### config.mk
export PLATFORM = sky130hd
export DESIGN_NAME = ion_frame_serializer
export DESIGN_NICKNAME = d
export VERILOG_FILES = /design/src/rtl/ion_frame_serializer.sv
export SDC_FILE = /design/constraint.sdc
export NUM_CORES = 1
export LEC_CHECK = 0
export ABC_CLOCK_PERIOD_IN_PS = 8300
export BUFFER_PORTS_ARGS = -buffer_cell sky130_fd_sc_hd__buf_2
export CAP_MARGIN = 25
export CORE_MARGIN = 10
export CORE_UTILIZATION = 29
export DETAILED_ROUTE_END_ITERATION = 10
export PLACE_DENSITY = 0.52
export SLEW_MARGIN = 20
export SYNTH_ARGS = -nofsm -noshare
export SYNTH_HDL_FRONTEND = slang
export SYNTH_SLANG_ARGS = --single-unit
### constraint.sdc
create_clock -name clock -period 8.3 [get_ports clock]
set_input_delay 0 -clock clock [delete_from_list [all_inputs] [get_ports clock]]
set_output_delay 0 -clock clock [all_outputs]
set_load 0.01 [all_outputs]
### src/rtl/ion_frame_serializer.sv
// Ion packet framer: buffers up to two sensor packets and streams each one as
// a start byte, MSB-first payload bytes and an XOR checksum over a valid/ack byte link.
module ion_frame_serializer #(
   parameter int unsigned PACKET_WIDTH  = 110,
   parameter int unsigned PAYLOAD_BYTES = 14,
   parameter logic [7:0]  START_BYTE    = 8'h7E
) (
   input  logic                    clock,
   input  logic                    resetn,
   input  logic                    packet_valid,
   input  logic [PACKET_WIDTH-1:0] packet_in,
   output logic [7:0]              byte_out,
   output logic                    byte_valid,
   input  logic                    byte_ack,
   output logic                    busy,
   output logic                    overflow,
   output logic [15:0]             frames_sent
);

   localparam int unsigned SHIFT_WIDTH = PAYLOAD_BYTES * 8;
   localparam int unsigned IDX_W       = $clog2(PAYLOAD_BYTES + 1);

   typedef enum logic [2:0] {
      IDLE,
      LOAD,
      SEND_START,
      SEND_DATA,
      SEND_CSUM,
      DONE
   } state_t;

   state_t state;
   state_t state_next;

   logic [PACKET_WIDTH-1:0] fifo_mem [2];
   logic                    wr_ptr;
   logic                    rd_ptr;
   logic [1:0]              fifo_count;
   logic                    fifo_empty;
   logic                    fifo_full;
   logic                    push;
   logic                    pop;
   logic                    drop;

   logic [SHIFT_WIDTH-1:0]  shift_reg;
   logic [7:0]              checksum;
   logic [IDX_W-1:0]        byte_idx;
   logic                    last_payload;

   // FIFO control: a pop in LOAD frees a slot for a strobe in the same cycle.
   always_comb begin
      fifo_empty = (fifo_count == 2'd0);
      fifo_full  = (fifo_count == 2'd2);
      pop        = (state == LOAD);
      push       = packet_valid && (!fifo_full || pop);
      drop       = packet_valid && fifo_full && !pop;
   end

   always_ff @(posedge clock) begin
      if (push) begin
         fifo_mem[wr_ptr] <= packet_in;
      end
   end

   always_ff @(posedge clock) begin
      if (!resetn) begin
         wr_ptr     <= 1'b0;
         rd_ptr     <= 1'b0;
         fifo_count <= 2'd0;
         overflow   <= 1'b0;
      end else begin
         if (push) begin
            wr_ptr <= ~wr_ptr;
         end
         if (pop) begin
            rd_ptr <= ~rd_ptr;
         end
         case ({push, pop})
            2'b10:   fifo_count <= fifo_count + 2'd1;
            2'b01:   fifo_count <= fifo_count - 2'd1;
            default: fifo_count <= fifo_count;
         endcase
         if (drop) begin
            overflow <= 1'b1;
         end
      end
   end

   always_ff @(posedge clock) begin
      if (!resetn) begin
         state <= IDLE;
      end else begin
         state <= state_next;
      end
   end

   assign last_payload = (byte_idx == IDX_W'(PAYLOAD_BYTES - 1));

   always_comb begin
      state_next = state;
      byte_out   = '0;
      byte_valid = 1'b0;
      case (state)
         IDLE: begin
            if (!fifo_empty) begin
               state_next = LOAD;
            end
         end
         LOAD: begin
            state_next = SEND_START;
         end
         SEND_START: begin
            byte_out   = START_BYTE;
            byte_valid = 1'b1;
            if (byte_ack) begin
               state_next = SEND_DATA;
            end
         end
         SEND_DATA: begin
            byte_out   = shift_reg[SHIFT_WIDTH-1 -: 8];
            byte_valid = 1'b1;
            if (byte_ack && last_payload) begin
               state_next = SEND_CSUM;
            end
         end
         SEND_CSUM: begin
            byte_out   = checksum;
            byte_valid = 1'b1;
            if (byte_ack) begin
               state_next = DONE;
            end
         end
         DONE: begin
            state_next = IDLE;
         end
         default: begin
            state_next = IDLE;
         end
      endcase
   end

   // Payload is zero-extended at the MSB so the top byte leaves first.
   always_ff @(posedge clock) begin
      if (!resetn) begin
         shift_reg   <= '0;
         checksum    <= '0;
         byte_idx    <= '0;
         frames_sent <= '0;
      end else begin
         case (state)
            LOAD: begin
               shift_reg <= SHIFT_WIDTH'(fifo_mem[rd_ptr]);
               checksum  <= '0;
               byte_idx  <= '0;
            end
            SEND_DATA: begin
               if (byte_ack) begin
                  shift_reg <= shift_reg << 8;
                  checksum  <= checksum ^ shift_reg[SHIFT_WIDTH-1 -: 8];
                  byte_idx  <= byte_idx + IDX_W'(1);
               end
            end
            DONE: begin
               frames_sent <= frames_sent + 16'd1;
            end
            default: begin
            end
         endcase
      end
   end

   assign busy = (state != IDLE) || !fifo_empty;

endmodule

[After elaboration in Yosys (flattened, before gate mapping)]
Memory sizes are Yosys's and may differ from the RTL's. A register that Yosys moved wholly into a read port is not among the register bits.
Cells that the tools add are included.
Word-level totals
  flip-flop bits (word level): 148
  latch bits: 0
  RAM bits: 220
  bits in read-only memories: 0
  input port bits: 114
  output and inout port bits: 27
  logic and storage cells: 66
  memories kept: 1
Operators by class
  add/sub/neg operators: 4
  $mul: 0
  div/mod/pow operators: 0
  magnitude comparators: 0
  equality and inequality tests: 14
  shift-type cells: 0
  mux-type cells: 18
  bitwise logic cells: 3
  reduce and logical (&&, ||, !) cells: 17
Memories
  fifo_mem: depth 2, bits a word 110, rd ports 1, clocked after memory_dff 1, wr ports 1, RTL line 35  | logic [PACKET_WIDTH-1:0] fifo_mem [2];
Operator list (count)
  112-bit one-hot mux with 2 select lines: 1
  112-bit 2-to-1 mux: 1
  8-bit one-hot mux with 3 select lines: 1
  16-bit by 1-bit adder with 16-bit output, second input constant: 1
  8-bit one-hot mux with 2 select lines: 1
  3-bit one-hot mux with 5 select lines: 1
  3-bit 2-to-1 mux: 4
  2-bit != test, second input constant: 5
  8-bit 2-to-1 mux: 1
  4-bit one-hot mux with 2 select lines: 1
  8-bit bitwise XOR: 1
  3-bit by 2-bit == test with 1-bit output, second input constant: 2
  3-bit == test, second input constant: 2
  1-bit 2-to-1 mux: 5
  4-bit by 1-bit adder with 4-bit output, second input constant: 1
  2-bit == test, second input constant: 2
  4-bit == test, second input constant: 1
  1-bit logical AND: 4
  4-bit 2-to-1 mux: 1
  2-bit one-hot mux with 2 select lines: 1
  4-bit AND reduction: 1
  2-bit nonzero test: 2
  3-bit by 1-bit == test with 1-bit output, second input constant: 1
  1-bit zero test: 3
  10 further kinds: 12

[Logic depth before layout (Yosys ltp)]
  depth in word-level cells: 6
  depth in mapped cells: 8
  gate-level depth less buffers: 6

[Least setup slack after synthesis]
OpenSTA, ideal clock, no wires.
  path kind: reg-to-reg
  start: register state[2]
  end: memory fifo_mem[0][0], enable pin
  setup time: 0.581 ns
  data arrival time: 5.657 ns
  data required time: 7.719 ns
  slack: 2.062 ns
  stages on the path, launching flop included: 5
  buffers on the path: 1
  period minus slack after synthesis: 6.238 ns
  cell sequence: dfxtp_1 buf_6 nor3b_2 o21ai_0 nor2_1
Between the ends
  longest elaborated chain between the ends: 5
Ends and longest elaborated chain
  from (decl): RTL line 32  | state_t state;
  from (signal assigned): RTL line 93  | state <= state_next;
  3-bit by 1-bit == test with 1-bit output: RTL line 54  | pop = (state == LOAD);
  1-bit logical OR: RTL line 55  | push = packet_valid && (!fifo_full || pop);
  1-bit logical AND: RTL line 55
  1-bit 2-to-1 mux: RTL line 60  | if (push) begin
  1-bit 2-to-1 mux (implied by the code): RTL line 61  | fifo_mem[wr_ptr] <= packet_in;
  to (decl): RTL line 35
Every way passes these cells.

[Final worst setup path]
  start: register state[0]
  end: register shift_reg[34]
Between the ends
  longest elaborated chain between the ends: 3
  elaborated cells between the ends (all ways): 6
  classes of those cells: eq/ne (3); mux (1); reduce/logical (2)
Ends and longest elaborated chain
  3-bit by 2-bit == test with 1-bit output or 3-bit by 1-bit == test with 1-bit output (tied branches): RTL line 150  | case (state)
  2-bit != test (no source line) or 2-bit nonzero test (tied branches)
  2-bit AND reduction (no source line)
  to (signal assigned): RTL line 152  | shift_reg <= SHIFT_WIDTH'(fifo_mem[rd_ptr]);
  to (signal assigned): RTL line 158  | shift_reg <= shift_reg << 8;
  to (decl): RTL line 45  | logic [SHIFT_WIDTH-1:0] shift_reg;
Several ways; a longest one is shown, not always the timed one.
A chain may end at the register's enable or synchronous reset.

==> metrics.md <==
| Metric | Value |
|---|---|
| CTS tree | done |
| Top library cells by usage in the layout, fill and taps aside | 220 x sky130_fd_sc_hd__edfxtp_1, 214 x sky130_fd_sc_hd__nand2_1, 148 x sky130_fd_sc_hd__dfxtp_1 |
| Die Span Y | 241.7 microns |
| Root cell of the clock tree | sky130_fd_sc_hd__clkbuf_16 |
| Slew at the pin with the worst max-slew slack | 0.9797 ns |
| Data required, critical path | 8.77 ns |
| Pin count of the biggest net entering global routing | 96 |
| Aggregate negative setup slack | 0 ns |
| Number of global-route vias before repair | 9797 |
| TritonCTS buffer count | 43 |
| Cell row count | 81 |
| Routed via count | 9491 |
| Depth of the worst register-to-register path | 5 |
| Overall die width | 241.7 microns |
| Proportion of synthesized flip-flops having asynchronous set or reset | 0% |
| DRC | 0 |
| Crit path launch type | flop |
| Initial antenna violation count | 0 |
| Count of buffers from port buffering | 140 |
| Starting Density | 29.24% |
| Number of ports placed on the die boundary | 141 |
| Worst-case register-to-register setup slack | 5.07 ns |
| Power density relative to cell area | 311.9 mW/mm^2 |
| Highest clock frequency the design can meet | 309.2 MHz |
| Final Routed Wirelength | 34810 microns |
| Time the final worst path needs with I/O delays and setup | 3.234 ns |
| Count of distinct cell types in the synthesized netlist | 44 |
| Synth Flop Type | sky130_fd_sc_hd__edfxtp_1 |
| Die footprint | 0.05841 sq mm |
| Area Overhead vs Synth | 27.22% |
| Routed wirelength normalized by instance count | 16.68 microns |
| Endpoint of the worst hold path | fifo_mem[0][39] |
| Worst Path Max Fanout | 53 |
| Util after Layout | 37.20% |
| Max_cap viols | 0 |
| Clock skew | 0.01348 ns |
| Filler Cell Count | 4769 |
| Setup slack at placement | 5.022 ns |
| Mean cell area of the mapped netlist | 12.29 sq um |
| Leakage dissipation | 6.506 nW |
| Cell Area, Synth | 0.01425 sq mm |
| Worst relative slew slack | 34.68% |
| Clock latency on the worst-skew pair | 0.55 ns |
| Overflow left after global routing | 0 |
| Post-route clock period utilization | 38.97% |
| Maximum level of the CTS H-tree | 2 |
| First-pass DRT Iterations | 5 |
| Diodes inserted | 0 |
| Antenna Violating Nets Remaining | 0 |
| Num Clock Sinks | 369 |
| Floorplan Core Area | 0.04875 sq mm |
| Kind of end point of the critical path | flop |
| Area of combinational cells with multiple inputs | 0.004298 sq mm |
| Number of design-rule violations left by the first detailed-router iteration | 415 |
| CP Class | flop to flop |
| Routability Congestion | 0.7311 |
| Sequential-to-total area share from yosys stat | 67.28% |
| Nets | 1506 |
| Worst flop-to-flop path endpoint | shift_reg[34] |
| Unrepaired setup endpoints after global routing | false |
| Number of pins with negative max-slew slack in the final report | 0 |
| Total GRT Usage | 11.63% |
| Number of flip-flops in the largest register | 220 |
| Area occupied by registers | 0.009593 sq mm |
| Critical path arrival | 3.70 ns |
| Status | completed |
| Post-CTS repair timing setup buffer count | 0 |
| Type of the tightest min-delay check | input port to flop |
| Post-synthesis register bit count | 369 |
| Final setup fails | 0 |
| Peak supply drop | 0.1599 mV |
| First-pass GRT wire length | 54740 microns |
| CTS Buffer Depth | 3 |
| Clock transition at path regs | 0.06 ns |
| Number of warnings issued by yosys | 0 |
| Number of cells produced by synthesis | 1160 |
| Average vias per placed instance | 4.548 |
| Hold violation total from the final report | 0 |
| Worst hold path startpoint | packet_in[39] |
| Nets in the synthesized netlist | 1277 |
| Minimum setup slack in the final design | 5.066 ns |
| Post-Route Hold Slack | 0.1668 ns |
| EDFF count, synth | 220 |
| Leading cell type in the layout, fill and taps excluded | sky130_fd_sc_hd__edfxtp_1 |
| Cell depth of the worst hold path | 2 |
| Share of final-layout standard cells stronger than drive strength 1 | 16.30% |
| Number of gates resized after CTS | 0 |
| Placed wire-length estimate | 21440 microns |
| Critical R2R Launch | state[0] |
| PnR Total Power | 0.005655 W |
[how the worst max path moves through the flow]
stage | startpoint | endpoint | slack (ns) | cells past startpoint
final | state[0] | shift_reg[34] | 5.07 | 5
after global placement | state[0] | shift_reg[22] | 5.11 | 5
after floorplan | state[2] | fifo_mem[0][0] | 2.06 | 4
after detailed placement | state[0] | shift_reg[19] | 5.02 | 5
after CTS | state[0] | shift_reg[107] | 5.00 | 5
after global routing | state[0] | shift_reg[34] | 4.75 | 5
[layout make-up]
cell class / count / area share (%)
multi-input cells: 701 / 23.70
well taps: 664 / 4.582
clock inverters: 9 / 0.3657
inverters: 6 / 0.1380
clock buffers: 70 / 7.349
flip-flops and latches: 369 / 52.91
repair buffers: 268 / 10.96
[per-stage QoR]
stage,instance area (sq um),instances
4_1_cts,18080,2085
5_1_grt,18130,2087
2_1_floorplan,14250,1160
3_5_place_dp,15540,1892
3_3_place_gp,15540,1892
6_report,18130,2087
[what timing repair did]
item | in CTS | in global routing
setup endpoints to repair | 0 | 0
hold buffers | 114 | 0
hold endpoints to repair | 228 | 0
[report_power, final]
part           leakage, nW  switching [W]  internal, W
Sequential            3.27       0.000183      0.00230
Clock                0.687       0.000725      0.00112
Combinational         2.55       0.000806     0.000520
[cell families after synthesis]
logic type | count (synthesis) | share of synthesized area (%)
DFF | 369 | 67.28
muxes | 112 | 7.936
and+or+nand+nor | 321 | 9.613
adders and majority gates | 4 | 0.3336
xor gates and xnor gates | 22 | 1.352
buffers and inverters | 90 | 2.739
AOI/OAI and AO/OA | 242 | 10.75
[metal layers]
metal  track usage (%)  up-vias  routed length, microns
met2             19.39      157                   16820
met3             2.767       54                    1490
met1             14.80     4586                   15790
li1                  -     4694                       -
met4             3.218        0                     710
met5                 0        -                       0
[worst max-delay path, cell delays in order, from the launching register on]
cell and delay [ns]:
sky130_fd_sc_hd__dfxtp_1 0.64, sky130_fd_sc_hd__nor2b_1 0.78, sky130_fd_sc_hd__and2_4 0.69, sky130_fd_sc_hd__buf_4 0.61, sky130_fd_sc_hd__o211ai_1 0.20, sky130_fd_sc_hd__a21oi_1 0.17
[synth_stat cells (4+ instances only)]
library cell | number | area share, %
sky130_fd_sc_hd__a21oi_1 | 114 | 4.0
sky130_fd_sc_hd__a22o_1 | 8 | 0.49
sky130_fd_sc_hd__a22oi_1 | 8 | 0.42
sky130_fd_sc_hd__and2_1 | 4 | 0.18
sky130_fd_sc_hd__and3_1 | 4 | 0.18
sky130_fd_sc_hd__buf_2 | 21 | 0.74
sky130_fd_sc_hd__clkbuf_1 | 57 | 1.5
sky130_fd_sc_hd__dfxtp_1 | 149 | 21
sky130_fd_sc_hd__edfxtp_1 | 220 | 46
sky130_fd_sc_hd__inv_1 | 6 | 0.16
sky130_fd_sc_hd__mux2_2 | 8 | 0.63
sky130_fd_sc_hd__mux2i_1 | 104 | 7.3
sky130_fd_sc_hd__nand2_1 | 215 | 5.7
sky130_fd_sc_hd__nand2b_1 | 9 | 0.40
sky130_fd_sc_hd__nand3_1 | 17 | 0.60
sky130_fd_sc_hd__nand4_1 | 5 | 0.22
sky130_fd_sc_hd__nor2_1 | 44 | 1.2
sky130_fd_sc_hd__o211ai_1 | 102 | 5.4
sky130_fd_sc_hd__o21ai_0 | 5 | 0.18
sky130_fd_sc_hd__or3_1 | 4 | 0.18
sky130_fd_sc_hd__xnor2_1 | 7 | 0.43
sky130_fd_sc_hd__xor2_1 | 15 | 0.92
No activity file was read; power rests on OpenSTA's default activity.
